--- config.mk ---
export PLATFORM = sky130hd
export DESIGN_NAME = fb_write_arbiter
export DESIGN_NICKNAME = d
export VERILOG_FILES = /design/src/rtl/fb_write_arbiter.sv
export SDC_FILE = /design/constraint.sdc
export NUM_CORES = 1
export LEC_CHECK = 0
export ABC_AREA = 1
export CORE_MARGIN = 3
export CORE_UTILIZATION = 35
export CTS_CLUSTER_SIZE = 10
export DETAILED_ROUTE_END_ITERATION = 16
export GPL_TIMING_DRIVEN = 0
export PLACE_DENSITY = 0.77
export SLEW_MARGIN = 20
export SYNTH_ARGS = -nofsm -noshare
export SYNTH_HDL_FRONTEND = slang
export SYNTH_SLANG_ARGS = --single-unit
--- constraint.sdc ---
create_clock -name clk_i -period 2.01 [get_ports clk_i]
set_input_delay 0.201 -clock clk_i [delete_from_list [all_inputs] [get_ports clk_i]]
set_output_delay 0.201 -clock clk_i [all_outputs]
set_load 0.005 [all_outputs]
--- src/rtl/fb_write_arbiter.sv ---
`default_nettype none
// ============================================================================
//  Module   : fb_write_arbiter
//  Purpose  : Round-robin, burst-holding arbiter that shares the single
//             framebuffer write port among NUM_REQ pixel producers and
//             registers every accepted beat before it reaches block RAM.
//  Options  : FB_ARB_BOUND_CHECK_EN - suppress writes to addr >= FB_PIXELS
//             and count them in drop_count_o.
//  Revision : 1.0 - initial release
// ============================================================================

`ifndef DISP_ADDR_WIDTH
`define DISP_ADDR_WIDTH 17
`endif

module fb_write_arbiter #(
   parameter int NUM_REQ     = 3,
   parameter int ADDR_WIDTH  = `DISP_ADDR_WIDTH,
   parameter int FB_PIXELS   = 76800,
   parameter int MAX_BURST   = 64,
   parameter int STALL_LIMIT = 16
) (
   input  logic                          clk_i,
   input  logic                          reset_i,
   input  logic [NUM_REQ-1:0]            req_valid_i,
   output logic [NUM_REQ-1:0]            req_ready_o,
   input  logic [NUM_REQ-1:0]            req_last_i,
   input  logic [NUM_REQ*ADDR_WIDTH-1:0] req_addr_i,
   input  logic [NUM_REQ*32-1:0]         req_data_i,
   output logic                          fb_we_o,
   output logic [ADDR_WIDTH-1:0]         fb_addr_o,
   output logic [31:0]                   fb_wdata_o,
   output logic [1:0]                    grant_id_o,
   output logic                          busy_o,
   output logic [15:0]                   drop_count_o
);

   localparam logic [0:0] ST_IDLE  = 1'b0;
   localparam logic [0:0] ST_GRANT = 1'b1;

   localparam int         STALL_W        = $clog2(STALL_LIMIT + 1);
   localparam logic [6:0] BEAT_LAST      = 7'(MAX_BURST - 1);
   localparam logic [STALL_W-1:0] STALL_LAST = STALL_W'(STALL_LIMIT - 1);
   // last_owner starts at the top index so requester 0 is searched first
   localparam logic [1:0] LAST_OWNER_RST = 2'(NUM_REQ - 1);

   logic [0:0]         state_q, state_d;
   logic [1:0]         owner_q;
   logic [1:0]         last_owner_q;
   logic [6:0]         beat_cnt_q;
   logic [STALL_W-1:0] stall_cnt_q;
   logic               fb_we_q;
   logic [ADDR_WIDTH-1:0] fb_addr_q;
   logic [31:0]        fb_wdata_q;

   logic                  w_any_valid;
   logic [1:0]            w_winner;
   logic                  w_own_valid;
   logic                  w_own_last;
   logic [ADDR_WIDTH-1:0] w_own_addr;
   logic [31:0]           w_own_data;
   logic                  w_accept;
   logic                  w_release;
   logic                  w_in_range;

   // Owner-side view of the handshake; non-owners are never looked at here
   assign w_any_valid = |req_valid_i;
   assign w_own_valid = req_valid_i[owner_q];
   assign w_own_last  = req_last_i[owner_q];
   assign w_own_addr  = req_addr_i[int'(owner_q)*ADDR_WIDTH +: ADDR_WIDTH];
   assign w_own_data  = req_data_i[int'(owner_q)*32 +: 32];
   assign w_accept    = (state_q == ST_GRANT) && w_own_valid;

   // Burst ends on last, on the MAX_BURST-th beat, or when the owner goes quiet too long
   assign w_release = (w_accept && (w_own_last || (beat_cnt_q == BEAT_LAST)))
                   || ((state_q == ST_GRANT) && !w_own_valid && (stall_cnt_q == STALL_LAST));

   // Round-robin search starting just above the previous owner; the lowest offset wins
   always_comb begin
      w_winner = last_owner_q;
      for (int k = NUM_REQ; k >= 1; k--) begin
         if (req_valid_i[(int'(last_owner_q) + k) % NUM_REQ]) begin
            w_winner = 2'((int'(last_owner_q) + k) % NUM_REQ);
         end
      end
   end

   // FSM state register
   always_ff @(posedge clk_i or posedge reset_i) begin
      if (reset_i) begin
         state_q <= ST_IDLE;
      end else begin
         state_q <= state_d;
      end
   end

   // FSM next-state logic
   always_comb begin
      state_d = state_q;
      case (state_q)
         ST_IDLE:  if (w_any_valid) state_d = ST_GRANT;
         ST_GRANT: if (w_release)   state_d = ST_IDLE;
         default:  state_d = ST_IDLE;
      endcase
   end

   // FSM outputs: ready depends only on state and owner, never on valid
   always_comb begin
      req_ready_o = '0;
      if (state_q == ST_GRANT) begin
         req_ready_o[owner_q] = 1'b1;
      end
   end

   // Grant bookkeeping: owner capture, burst length and stall counters
   always_ff @(posedge clk_i or posedge reset_i) begin
      if (reset_i) begin
         owner_q      <= 2'd0;
         last_owner_q <= LAST_OWNER_RST;
         beat_cnt_q   <= 7'd0;
         stall_cnt_q  <= '0;
      end else if (state_q == ST_IDLE) begin
         if (w_any_valid) begin
            owner_q      <= w_winner;
            last_owner_q <= w_winner;
            beat_cnt_q   <= 7'd0;
            stall_cnt_q  <= '0;
         end
      end else if (w_accept) begin
         beat_cnt_q  <= beat_cnt_q + 7'd1;
         stall_cnt_q <= '0;
      end else if (stall_cnt_q != STALL_LAST) begin
         stall_cnt_q <= stall_cnt_q + STALL_W'(1);
      end
   end

`ifdef FB_ARB_BOUND_CHECK_EN
   logic [15:0] drop_count_q;

   assign w_in_range = (32'(w_own_addr) < 32'(FB_PIXELS));

   // Saturating tally of handshaken beats whose write was suppressed
   always_ff @(posedge clk_i or posedge reset_i) begin
      if (reset_i) begin
         drop_count_q <= 16'd0;
      end else if (w_accept && !w_in_range && (drop_count_q != 16'hFFFF)) begin
         drop_count_q <= drop_count_q + 16'd1;
      end
   end

   assign drop_count_o = drop_count_q;
`else
   assign w_in_range   = 1'b1;
   assign drop_count_o = 16'd0;
`endif

   // Write register stage: one fb_we pulse per accepted, in-range beat
   always_ff @(posedge clk_i or posedge reset_i) begin
      if (reset_i) begin
         fb_we_q    <= 1'b0;
         fb_addr_q  <= '0;
         fb_wdata_q <= 32'd0;
      end else begin
         fb_we_q <= w_accept && w_in_range;
         if (w_accept) begin
            fb_addr_q  <= w_own_addr;
            fb_wdata_q <= w_own_data;
         end
      end
   end

   assign fb_we_o    = fb_we_q;
   assign fb_addr_o  = fb_addr_q;
   assign fb_wdata_o = fb_wdata_q;
   assign busy_o     = (state_q == ST_GRANT);
   assign grant_id_o = owner_q;

endmodule

`default_nettype wire

==> impl_metrics.json <==
{
  "final_util_pct": 61.30,
  "dp_hpwl_um": 10460,
  "start_kind": "flop",
  "status": "completed",
  "fillerInstances": 1057,
  "yosys_register_bits": 66,
  "holdCritPathClass": "primary input to async pin",
  "grt_pass1_wl_um": 21360,
  "finalHoldViolCount": 0,
  "synth_top_area_cell": "dfrtp_1",
  "io_pins": 227,
  "leakage_nw": 3.289,
  "path_class": "flop to flop",
  "first_iter_violations": 182,
  "cp-end-kind": "flop",
  "total_power_mw": 8.427,
  "synth_top_cells_by_count": "nand2_1 (302), nand3_1 (118), dfrtp_1 (65)",
  "coreArea_sq_um": 11030,
  "synth_area_sq_um": 4021,
  "grt_usage_pct": 20.79,
  "n_antenna_cell": 0,
  "numCtsBuffers": 9,
  "drtPass1Iterations": 5,
  "grt_pass1_vias": 4295,
  "synth-async-reset-ratio_pct": 100.0,
  "clock_skew_ps": 5.173,
  "powerDensity_nw_per_um2": 1246,
  "crit_fanout": 10,
  "holdWs_ps": 224.3,
  "cp.required_ps": 2270,
  "synth_edf_count": 0,
  "syn_inst": 603,
  "r2r_slack_ps": 160,
  "clkLatencyLatePin_ps": 320,
  "stdcell_count": 988,
  "layout-drive-gt1-share_pct": 6.958,
  "routed_via_density": 4.610,
  "die_w_um": 113.2,
  "synth_top_area_share_pct": 40.45,
  "peakVddDrop_v": 0.0005897,
  "wl_per_cell_um": 13.71,
  "grt_max_degree": 37,
  "ant_nets": 0,
  "synth-warning-count": 0,
  "pre_cts_ws_ps": -374.5,
  "finalSetupViolCount": 0,
  "routed_wl_um": 13550,
  "drc": 0,
  "cts_max_level": 3,
  "cts.path.max_buffers": 2,
  "die_h_um": 113.2,
  "yosysMostFrequentCell": "nand2_1",
  "syn_area_per_cell_sq_um": 6.669,
  "nets": 1004,
  "grt.overflow.total": 0,
  "portBuffers": 210,
  "ys.flop_type": "dfrtp_1",
  "fmax_mhz": 539.1,
  "slew_violations": 0,
  "path_clk_slew_ps": 60,
  "fin_crit_sh_pct": 92.29,
  "rows": 38,
  "start_util_pct": 36.46,
  "clock_sinks": 66,
  "tritoncts": "yes",
  "critPathArrivalTime_ps": 2110,
  "synth_area_leaders": "dfrtp_1 (40%), nand2_1 (28%), nand3_1 (15%)",
  "rsz0062_at_grt": "no",
  "dp.cells": 969,
  "antenna_found_initial": 0,
  "post-route-min-period_ps": 1855,
  "die_area_sq_um": 12810,
  "place_congestion": 0.8394,
  "num_vias": 4555,
  "max_cap_violations": 0,
  "synth.distinct_cells": 26,
  "setup_ws_ps": 155.0,
  "cts_hold_repair.buffers": 0,
  "syn2layout_area_growth_pct": 68.14,
  "yosysSeqAreaShare_pct": 41.10,
  "root_buffer": "clkbuf_16"
}
[critical path, stage by stage (launching register included)]
cell and delay (ps):
dfrtp_2 440, buf_4 160, nor2_4 240, nand2_1 80, nand3_1 120, nand2_2 190, inv_2 220, buf_4 200
nand2_1 80, nand2_1 70
[layout make-up]
cell class,instances,area (sq um),area share (%)
Sequential cell,66,1657,24.50
Buffer,47,280.3,4.145
Multi-Input combinational cell,480,2097,31.01
Tap cell,140,175.2,2.591
Clock buffer,14,264.0,3.905
Inverter,24,96.34,1.425
Timing Repair Buffer,215,2157,31.90
Clock inverter,2,35.03,0.5181
[cells in the final DEF, fill, tap and decap left out]
| master | n |
|---|---|
| o21ai_1 | 1 |
| nand2_2 | 2 |
| clkinv_2 | 2 |
| inv_4 | 2 |
| clkbuf_8 | 2 |
| nand3b_1 | 2 |
| o21ai_0 | 3 |
| clkbuf_4 | 1 |
| dfrtp_1 | 62 |
| buf_4 | 26 |
| dfstp_2 | 1 |
| nor2_4 | 2 |
| inv_1 | 18 |
| conb_1 | 16 |
| a21oi_1 | 4 |
| o211ai_1 | 1 |
| nor2_2 | 1 |
| clkbuf_16 | 9 |
| clkdlybuf4s50_1 | 208 |
| buf_2 | 1 |
| nand2_1 | 302 |
| xor2_1 | 3 |
| nand4_1 | 2 |
| buf_12 | 2 |
| ha_4 | 1 |
| nor2_1 | 10 |
| xnor2_1 | 2 |
| clkbuf_1 | 19 |
| nand3_1 | 118 |
| nor3_1 | 4 |
| inv_2 | 3 |
| buf_1 | 6 |
| dfrtp_2 | 3 |
| bufinv_16 | 1 |
| ha_1 | 5 |
| a21boi_0 | 1 |
| dlymetal6s2s_1 | 2 |
[final timing paths]
path / startpoint / to / cells past startpoint
max in group asynchronous: reset_i / last_owner_q[1]$_DFFE_PP1P_ / 3
hold / removal: reset_i / fb_wdata_o[27]$_DFFE_PP0P_ / 2
setup / recovery: grant_id_o[0]$_DFFE_PP0P_ / fb_addr_o[2]$_DFFE_PP0P_ / 9
setup reg to reg: grant_id_o[0]$_DFFE_PP0P_ / fb_addr_o[2]$_DFFE_PP0P_ / 9
min in group clk_i: fb_wdata_o[2]$_DFFE_PP0P_ / fb_wdata_o[2]$_DFFE_PP0P_ / 2
hold reg to reg: fb_wdata_o[2]$_DFFE_PP0P_ / fb_wdata_o[2]$_DFFE_PP0P_ / 2
[sequential cells by signal (all words and copies together) (netlist names)]
register / cells
beat_cnt_q: 7
stall_cnt_q: 5
grant_id_o: 2
busy_o: 1
fb_we_o: 1
last_owner_q: 1
fb_addr_o: 17
fb_wdata_o: 32
[metrics by stage]
stage	instance area, sq um	setup TNS, ps
6_report	6761	0
5_1_grt	6761	0
4_1_cts	6693	0
3_5_place_dp	6379	-3064
3_3_place_gp	6356	-71800
2_1_floorplan	4079	0
[per-layer routing]
metal | vias to the layer above | wire [um] | track usage [%]
met1 | 1997 | 5572 | 25.56
met3 | 21 | 1151 | 5.561
li1 | 2364 | - | -
met4 | 0 | 269 | 7.292
met2 | 173 | 6554 | 35.19
met5 | - | 0 | 0
[timing repair]
item,4_1_cts,5_1_grt
endpoints found under the setup margin,59,60
gates resized for setup,9,10
buffers inserted,0,4
[cells by family after synthesis]
| group | share of synthesized area [%] |
|---|---|
| xor gates and xnor gates | 1.089 |
| DFF | 41.10 |
| AOI/OAI and AO/OA | 1.369 |
| and+or+nand+nor | 45.64 |
| adders and majority gates | 1.867 |
| other | 0.09325 |
| buffers and inverters | 8.836 |
[report_power, final]
part	switching, mW	internal, mW	total, mW	leakage, nW
clock network	0.541	1.03	1.57	0.147
logic	2.46	2.17	4.63	2.31
registers	0.336	1.89	2.23	0.837
(Power assumes the default switching activity.)
